--- src/rtl/gpr_pkg.sv ---
// Shared constants and word type for the general-purpose register file.
package gpr_pkg;
  localparam int GPR_N    = 32;
  localparam int GPR_NREG = 32;

  typedef logic [GPR_N-1:0] gpr_word_t;
endpackage

--- src/rtl/gpr_file_if.sv ---
// Register-file port bundle. The address is shared by the read and write-back stages.
interface gpr_file_if
  import gpr_pkg::*;
#(
  parameter int N    = GPR_N,
  parameter int Nreg = GPR_NREG
);
  localparam int K = $clog2(Nreg);

  // No handshake: wren qualifies a write for exactly the edge it is sampled on,
  // and q is a combinational function of address and current contents.
  logic         wren;
  logic [K-1:0] address;
  logic [N-1:0] d;
  logic [N-1:0] q;

  modport master (output wren, output address, output d, input q);
  modport slave  (input wren, input address, input d, output q);
endinterface

--- src/rtl/gpr_word.sv ---
// One N-bit register with synchronous active-high reset and write enable.
module gpr_word #(
  parameter int N = 32
) (
  input  logic         clk,
  input  logic         rst,
  input  logic         en,
  input  logic [N-1:0] d,
  output logic [N-1:0] q
);
  always_ff @(posedge clk) begin
    if (rst) begin
      q <= '0;
    end else if (en) begin
      q <= d;
    end
  end
endmodule

--- src/rtl/gpr_file.sv ---
// Register file: Nreg x N words, combinational read, synchronous write.
// Define GPR_R0_ZERO_EN to hardwire register 0 to zero (no storage allocated).
module gpr_file
  import gpr_pkg::*;
#(
  parameter int N    = GPR_N,
  parameter int Nreg = GPR_NREG
) (
  input logic        clk,
  input logic        rst,
  gpr_file_if.slave  bus
);
  localparam int K = $clog2(Nreg);

  logic [N-1:0] regs [Nreg];

  for (genvar i = 0; i < Nreg; i++) begin : g_reg
`ifdef GPR_R0_ZERO_EN
    if (i == 0) begin : g_zero
      assign regs[i] = '0;
    end else begin : g_word
      gpr_word #(.N(N)) u_word (
        .clk (clk),
        .rst (rst),
        .en  (bus.wren && (bus.address == K'(i))),
        .d   (bus.d),
        .q   (regs[i])
      );
    end
`else
    gpr_word #(.N(N)) u_word (
      .clk (clk),
      .rst (rst),
      .en  (bus.wren && (bus.address == K'(i))),
      .d   (bus.d),
      .q   (regs[i])
    );
`endif
  end

  // Addresses with no matching register (non-power-of-two Nreg) fall through to 0.
  always_comb begin
    bus.q = '0;
    for (int i = 0; i < Nreg; i++) begin
      if (bus.address == K'(i)) begin
        bus.q = regs[i];
      end
    end
  end
endmodule

--- src/flat_wrapper.sv ---
// flat-port wrapper written by rule: the top's interface ports become plain ports
module gpr_file_flat import gpr_pkg::*;
#(
  parameter int N    = GPR_N,
  parameter int Nreg = GPR_NREG
)
  (clk, rst, bus_wren, bus_address, bus_d, bus_q);
  gpr_file_if #(.N(N), .Nreg(Nreg)) bus_i ();
  input logic clk;
  input logic rst;
  input wire logic [$bits(bus_i.wren)-1:0] bus_wren;
  input wire logic [$bits(bus_i.address)-1:0] bus_address;
  input wire logic [$bits(bus_i.d)-1:0] bus_d;
  output wire logic [$bits(bus_i.q)-1:0] bus_q;
  assign bus_i.wren = bus_wren;
  assign bus_i.address = bus_address;
  assign bus_i.d = bus_d;
  assign bus_q = bus_i.q;
  gpr_file #(.N(N), .Nreg(Nreg)) u_core (.clk(clk), .rst(rst), .bus(bus_i));
endmodule
--- config.mk ---
export PLATFORM = sky130hd
export DESIGN_NAME = gpr_file_flat
export DESIGN_NICKNAME = d
export VERILOG_FILES = /design/src/rtl/gpr_pkg.sv /design/src/rtl/gpr_file_if.sv /design/src/rtl/gpr_word.sv /design/src/rtl/gpr_file.sv /design/src/flat_wrapper.sv
export SDC_FILE = /design/constraint.sdc
export NUM_CORES = 2
export LEC_CHECK = 0
export BUFFER_PORTS_ARGS = -buffer_cell sky130_fd_sc_hd__buf_2
export CORE_UTILIZATION = 40
export CTS_CLUSTER_SIZE = 25
export DETAILED_ROUTE_END_ITERATION = 8
export HOLD_SLACK_MARGIN = 0.15
export PLACE_DENSITY_LB_ADDON = 0.3
export SLEW_MARGIN = 20
export SYNTH_ARGS = -nofsm -noshare
export SYNTH_HDL_FRONTEND = slang
export SYNTH_HIERARCHICAL = 1
export SYNTH_SLANG_ARGS = --single-unit
--- constraint.sdc ---
create_clock -name clk -period 2.9 [get_ports clk]
set_clock_uncertainty 0.05 [all_clocks]
set_input_delay 0 -clock clk [delete_from_list [all_inputs] [get_ports clk]]
set_output_delay 0 -clock clk [all_outputs]
set_load 0.1 [all_outputs]
== Yosys cells after proc, flatten, opt, wreduce, memory -nomap -nowiden ==
Index checks and enable logic that the tools add are counted.
W data, S select, Z words.

* Logic and storage cells: 128
* Output and inout port bits: 32
* Input port bits: 40
* Bits in registers: 1024

* Mux-type cells: 32
* Eq/ne operators: 31
* Reductions and logical operators: 33

{| class="wikitable"
|+ Operators by type and width
! cell !! number
|-
| $mux W32 || 32
|-
| $eq A5 B5 Y1 const B || 16
|-
| $eq A5 B4 Y1 const B || 8
|-
| $logic_and A1 B1 Y1 || 32
|-
| $eq A5 B3 Y1 const B || 4
|-
| $eq A5 B2 Y1 const B || 2
|-
| $eq A5 B1 Y1 const B || 1
|-
| $logic_not A5 Y1 || 1
|}

== Logic depth before layout (Yosys ltp) ==
* Depth after elaboration: 33
* Depth in mapped cells: 12
* Mapped depth without buffers: 7

== By module ==
The synthesis kept the hierarchy.

{| class="wikitable"
|+ By module, submodules not included
! module !! area an instance (sq um) !! cells an instance !! instances !! sequential area each (sq um)
|-
| gpr_word || 1163.6 || 103 || 32 || 640.6
|-
| gpr_file || 10105.9 || 1590 || 1 || 0.0
|}

== Worst setup path after synthesis ==
No wires, ideal clock.

* Path kind: input-to-output
* Start: in bus_address[2]
* End: out bus_q[15]
* Required time: 2850 ps
* Stages on the path: 9
* Arrival time: 3549 ps
* Path buffers: 3
* Slack: -699 ps
* Cell sequence: buf_4 -> buf_8 -> or3b_1 -> nor2_1 -> buf_2 -> a22oi_1 -> nand2_1 -> nor4_1 -> o31ai_1

* Longest elaborated chain between the ends: 33
* Elaborated cells between the ends (all ways): 64
* Those cells by class: 31 x eq/ne; 32 x mux; 1 x reduce/logical

{| class="wikitable"
|+ RTL lines
! what !! line !! text
|-
| start: declaration || flat_wrapper.sv:12 || <nowiki>input wire logic [$bits(bus_i.address)-1:0] bus_address;</nowiki>
|-
| $logic_not A5 Y1 || gpr_file.sv:45 || <nowiki>if (bus.address == K'(i)) begin</nowiki>
|-
| $mux W32 (31 in a row) || gpr_file.sv:45 ||
|-
| $mux W32 (*) || gpr_file.sv:45 ||
|-
| end: declaration || flat_wrapper.sv:14 || <nowiki>output wire logic [$bits(bus_i.q)-1:0] bus_q;</nowiki>
|}

Mark *: on every way between the ends. The rest lies on a longest branch, timed or not.

== Worst setup path in the final report ==
* Start: reg u_core.g_reg[17].u_word.q[19]
* End: out bus_q[19]

* Longest elaborated chain between the ends: 15

{| class="wikitable"
|+ RTL lines
! what !! line !! text
|-
| start: declaration || gpr_word.sv:9 || <nowiki>output logic [N-1:0] q</nowiki>
|-
| start signal: assignment || gpr_word.sv:13 || <nowiki>q <= '0;</nowiki>
|-
| start signal: assignment || gpr_word.sv:15 || <nowiki>q <= d;</nowiki>
|-
| $mux W32 (15 in a row) || gpr_file.sv:45 ||
|}

No other way between the ends.

==> impl_metrics.ini <==
[timing]
rsz_0062_raised_after_global_routing = true
hold_viol = 0
slew_violations = 0
tightestPinTransition_ns = 0.9549
timing.final.ws_setup_ns = -0.02269
slew_headroom_pct = 36.34
setup_viol = 1
fin_worst_hold_slack_ns = 0.2661
clock.fmax_ghz = 0.3422
final_min_period_over_clock_period_pct = 100.8
period_needed_ns = 2.923

[critical_path]
worst-setup-path-type = reg2out
path_cells = mux2_2 -> a222oi_1 -> buf_4 -> a21boi_1 -> nand3_1 -> a21o_1 -> buf_12
worstPathBufferInverterCount = 2
critical_path.slowest_cell = sky130_fd_sc_hd__a222oi_1
critical_path_arrival_ns = 2.87
cp_capture_type = primary output
worst-endpoint-required_ns = 2.85
cell_family_contributing_the_most_delay_on_the_critical_path = compound AO/OA/AOI/OAI gates
timing.critical_path.slowest_cell_delay_ns = 0.36
worst-path-max-fanout = 2
timing.critical_path.from_type = flip-flop

[synthesis]
ys_seq_elements = 1024
synthesis.nets = 4926
synth_enable_flop_cells = 0
post_synth.cell_area_avg_sq_um = 9.689
synth_top_flop_cell = sky130_fd_sc_hd__dfxtp_1
synth_async_sr_flop_share_pct = 0
yosys_cell_types = 73
yosysWarningCount = 6
synth_sequential_area_ratio_pct = 43.30
netlist_instances = 4886
syn_area_sq_um = 47340

[die]
die_height_microns = 346.0
fp.dieW_microns = 346.0
design.core.area_sq_um = 116800
row_count = 125
pin_count = 72
design.die.area_sq_um = 119700
floorplan.initialDensity_pct = 40.52

[pwr]
cellLeakagePower_nw = 18.45
power_per_cell_area_nw_per_um2 = 604.7
worst_ir_drop_vdd_mv = 0.5513

[final_layout]
max_flop_register = u_core/g.u_word/q
largest_register_ffs = 1024
share_of_final_layout_standard_cells_stronger_than_drive_strength_1_pct = 12.89
flow.area_growth_from_synthesis_pct = 13.33
cell_area_after_layout_sq_um = 53650
fillerInstances = 11053
biggestRegsByFlops = u_core/g.u_word/q x1024
nNetsFinal = 5013

[clock_tree]
worst_skew_pair.late_latency_ns = 0.72
cts_sinks = 1024
clk_transition_reported_paths_ns = 0.06
cts_max_level = 3
clockRootBuffer = sky130_fd_sc_hd__clkbuf_16
cts-root-to-sink-buffers = 3
cts.repair_timing.setup_buffer_count = 0
tritoncts.num_buffers = 110
tritoncts = built

[global_route]
grt_first_pass_wirelength_microns = 237600
track_usage_pct = 25.95
first_global_vias = 35755
grt_antenna_before_repair = 16
grt_max_degree = 138
overflow = 0

[detailed_routing]
routed_wire_length_per_instance_microns = 24.39
initialDrtViolationCount = 4299
via_count = 37587
ant_nets = 0
1st_pass_router_iterations = 6
route.detailed.vias_per_inst = 5.702
remaining_drc_errors = 0
drt_wl_total_microns = 160800

[place]
numPortBuffers = 71
dpl_cell_area_sq_um = 49180
gp_congestion = 0.9373
dp_hpwl_microns = 104300
preCtsSetupSlack_ns = 0.03132

[flow_run]
drv_cap = 0

[worst_hold_path]
hold_path_class = in2reg

[run_status]
violated_checks = negative setup slack
status = finished, violations left
-- per-layer routing --
metal  wire length, microns  global-route usage, %
met4                   6861                  10.91
met1                  69850                  34.93
met2                  71870                  40.85
met3                  12080                  4.501
met5                    142                 0.2001
-- kinds of logic (layout without fill, tap and decap cells) --
family          after synthesis  in the layout  synth area share [%]
buf+inv                     422            600                 7.799
fa+ha+maj                     1              1               0.02114
other cells                   0              4                     0
compound gates              810            810                 10.75
simple gates               1441           1441                 12.42
mux                        1187           1187                 25.69
flops                      1024           1024                 43.30
xor+xnor                      1              1               0.01850
-- worst reg2reg max path: cells and delay by family (launching register included) --
kind	cells	cell delay, ns
flip-flops	1	0.30
AND/OR/NAND/NOR	1	0.05
multiplexers	1	0.12
buffers and inverters	1	0.58
-- report_power, final --
part | total (mW) | internal [mW] | switching (mW) | leakage (nW)
registers | 14.2 | 14.2 | 0.0548 | 8.25
clock network | 15.2 | 9.02 | 6.15 | 1.90
logic | 3.05 | 0.915 | 2.13 | 8.30
-- metrics by stage --
stage / cells / util (%) / setup TNS [ns] / total power [mW]
final: 6592 / 45.92 / -0.02269 / 32.44
after detailed placement: 6351 / 42.10 / 0 / 17.45
after global routing: 6588 / 45.92 / -0.03428 / 33.34
after global placement: 6351 / 42.10 / -0.01353 / 17.44
after floorplan: 4886 / - / 0 / 16.20
after CTS: 6589 / 45.83 / 0 / 32.54
-- what timing repair did --
item                                   4_1_cts  5_1_grt
endpoints found under the hold margin     1024        0
hold buffers                                35        0
pin swaps                                    3       11
setup endpoints to repair                   10        9
gates resized for setup                     20       19
-- path summary, 6_finish.rpt --
kind / depth (start not counted) / slack [ns] / from / end
worst max-delay path: 7 / -0.02 / u_core/g_reg[17].u_word/q[19] / bus_q[19]
worst min-delay path: 3 / 0.27 / rst / u_core/g_reg[21].u_word/q[20]
worst max register to register: 3 / 1.69 / u_core/g_reg[23].u_word/q[20] / u_core/g_reg[23].u_word/q[20]
worst min register to register: 2 / 0.44 / u_core/g_reg[27].u_word/q[11] / u_core/g_reg[27].u_word/q[11]
-- placed cells by master (no fill, tap or decap), drive strengths merged, types with 16 or more instances in the layout --
cell,n
a211oi,30
a21o,18
clkbuf,155
mux2i,1142
and3,26
o221ai,52
nand2,118
dfxtp,1024
nor3,18
o21a,16
buf,337
nor2,1178
a22oi,78
mux2,25
inv,25
bufinv,17
dlygate4sd3,35
or3,29
clkinv,25
a21oi,247
o22ai,84
o22a,22
o21ai,180
mux4,20
-- cells in the mapped netlist, types with 5 or more instances --
cell	instances	area, sq um
sky130_fd_sc_hd__a31oi_1	11	68.82
sky130_fd_sc_hd__a211oi_1	29	217.7
sky130_fd_sc_hd__a221oi_1	12	105.1
sky130_fd_sc_hd__nand3_1	13	65.06
sky130_fd_sc_hd__nor2_1	1171	4395
sky130_fd_sc_hd__nor2_2	6	37.54
sky130_fd_sc_hd__o211a_1	5	50.05
sky130_fd_sc_hd__nand3b_1	6	45.04
sky130_fd_sc_hd__buf_2	73	365.4
sky130_fd_sc_hd__or3_1	29	181.4
sky130_fd_sc_hd__nor2b_1	7	43.79
sky130_fd_sc_hd__and3_1	26	162.7
sky130_fd_sc_hd__a21o_1	18	135.1
sky130_fd_sc_hd__o2111ai_1	6	52.55
sky130_fd_sc_hd__a22oi_1	78	585.6
sky130_fd_sc_hd__nand2b_1	10	62.56
sky130_fd_sc_hd__buf_6	43	484.2
sky130_fd_sc_hd__o211ai_1	10	75.07
sky130_fd_sc_hd__mux4_2	20	450.4
sky130_fd_sc_hd__a22o_1	8	70.07
sky130_fd_sc_hd__o21ai_0	156	780.8
sky130_fd_sc_hd__nor3_1	15	75.07
sky130_fd_sc_hd__nand4_1	10	62.56
sky130_fd_sc_hd__o22a_1	22	192.7
sky130_fd_sc_hd__dfxtp_1	1024	20500
sky130_fd_sc_hd__buf_4	32	240.2
sky130_fd_sc_hd__clkbuf_1	147	551.8
sky130_fd_sc_hd__inv_1	22	82.58
sky130_fd_sc_hd__and2_1	5	31.28
sky130_fd_sc_hd__o22ai_1	84	525.5
sky130_fd_sc_hd__buf_12	96	1922
sky130_fd_sc_hd__buf_1	6	22.52
sky130_fd_sc_hd__o21a_1	16	120.1
sky130_fd_sc_hd__a21oi_1	247	1236
sky130_fd_sc_hd__mux2i_1	1142	11430
sky130_fd_sc_hd__a2bb2oi_1	8	70.07
sky130_fd_sc_hd__o221ai_1	52	455.4
sky130_fd_sc_hd__nand2_1	114	427.9
sky130_fd_sc_hd__o21ai_1	24	120.1
sky130_fd_sc_hd__o221a_2	5	56.30
sky130_fd_sc_hd__nor4_1	5	31.28
sky130_fd_sc_hd__mux2_2	22	247.7
-- layout make-up --
class	count	area (sq um)	share of cell area, %
timing repair buffer	374	3685	6.868
inverter	23	86.33	0.1609
clock buffer	153	3104	5.786
clock inverter	50	808.3	1.506
multi-input combinational	3440	23550	43.90
sequential	1024	20500	38.21
antenna	4	10.01	0.01866
tap	1524	1907	3.554
Power figures use the tool's default switching activity.
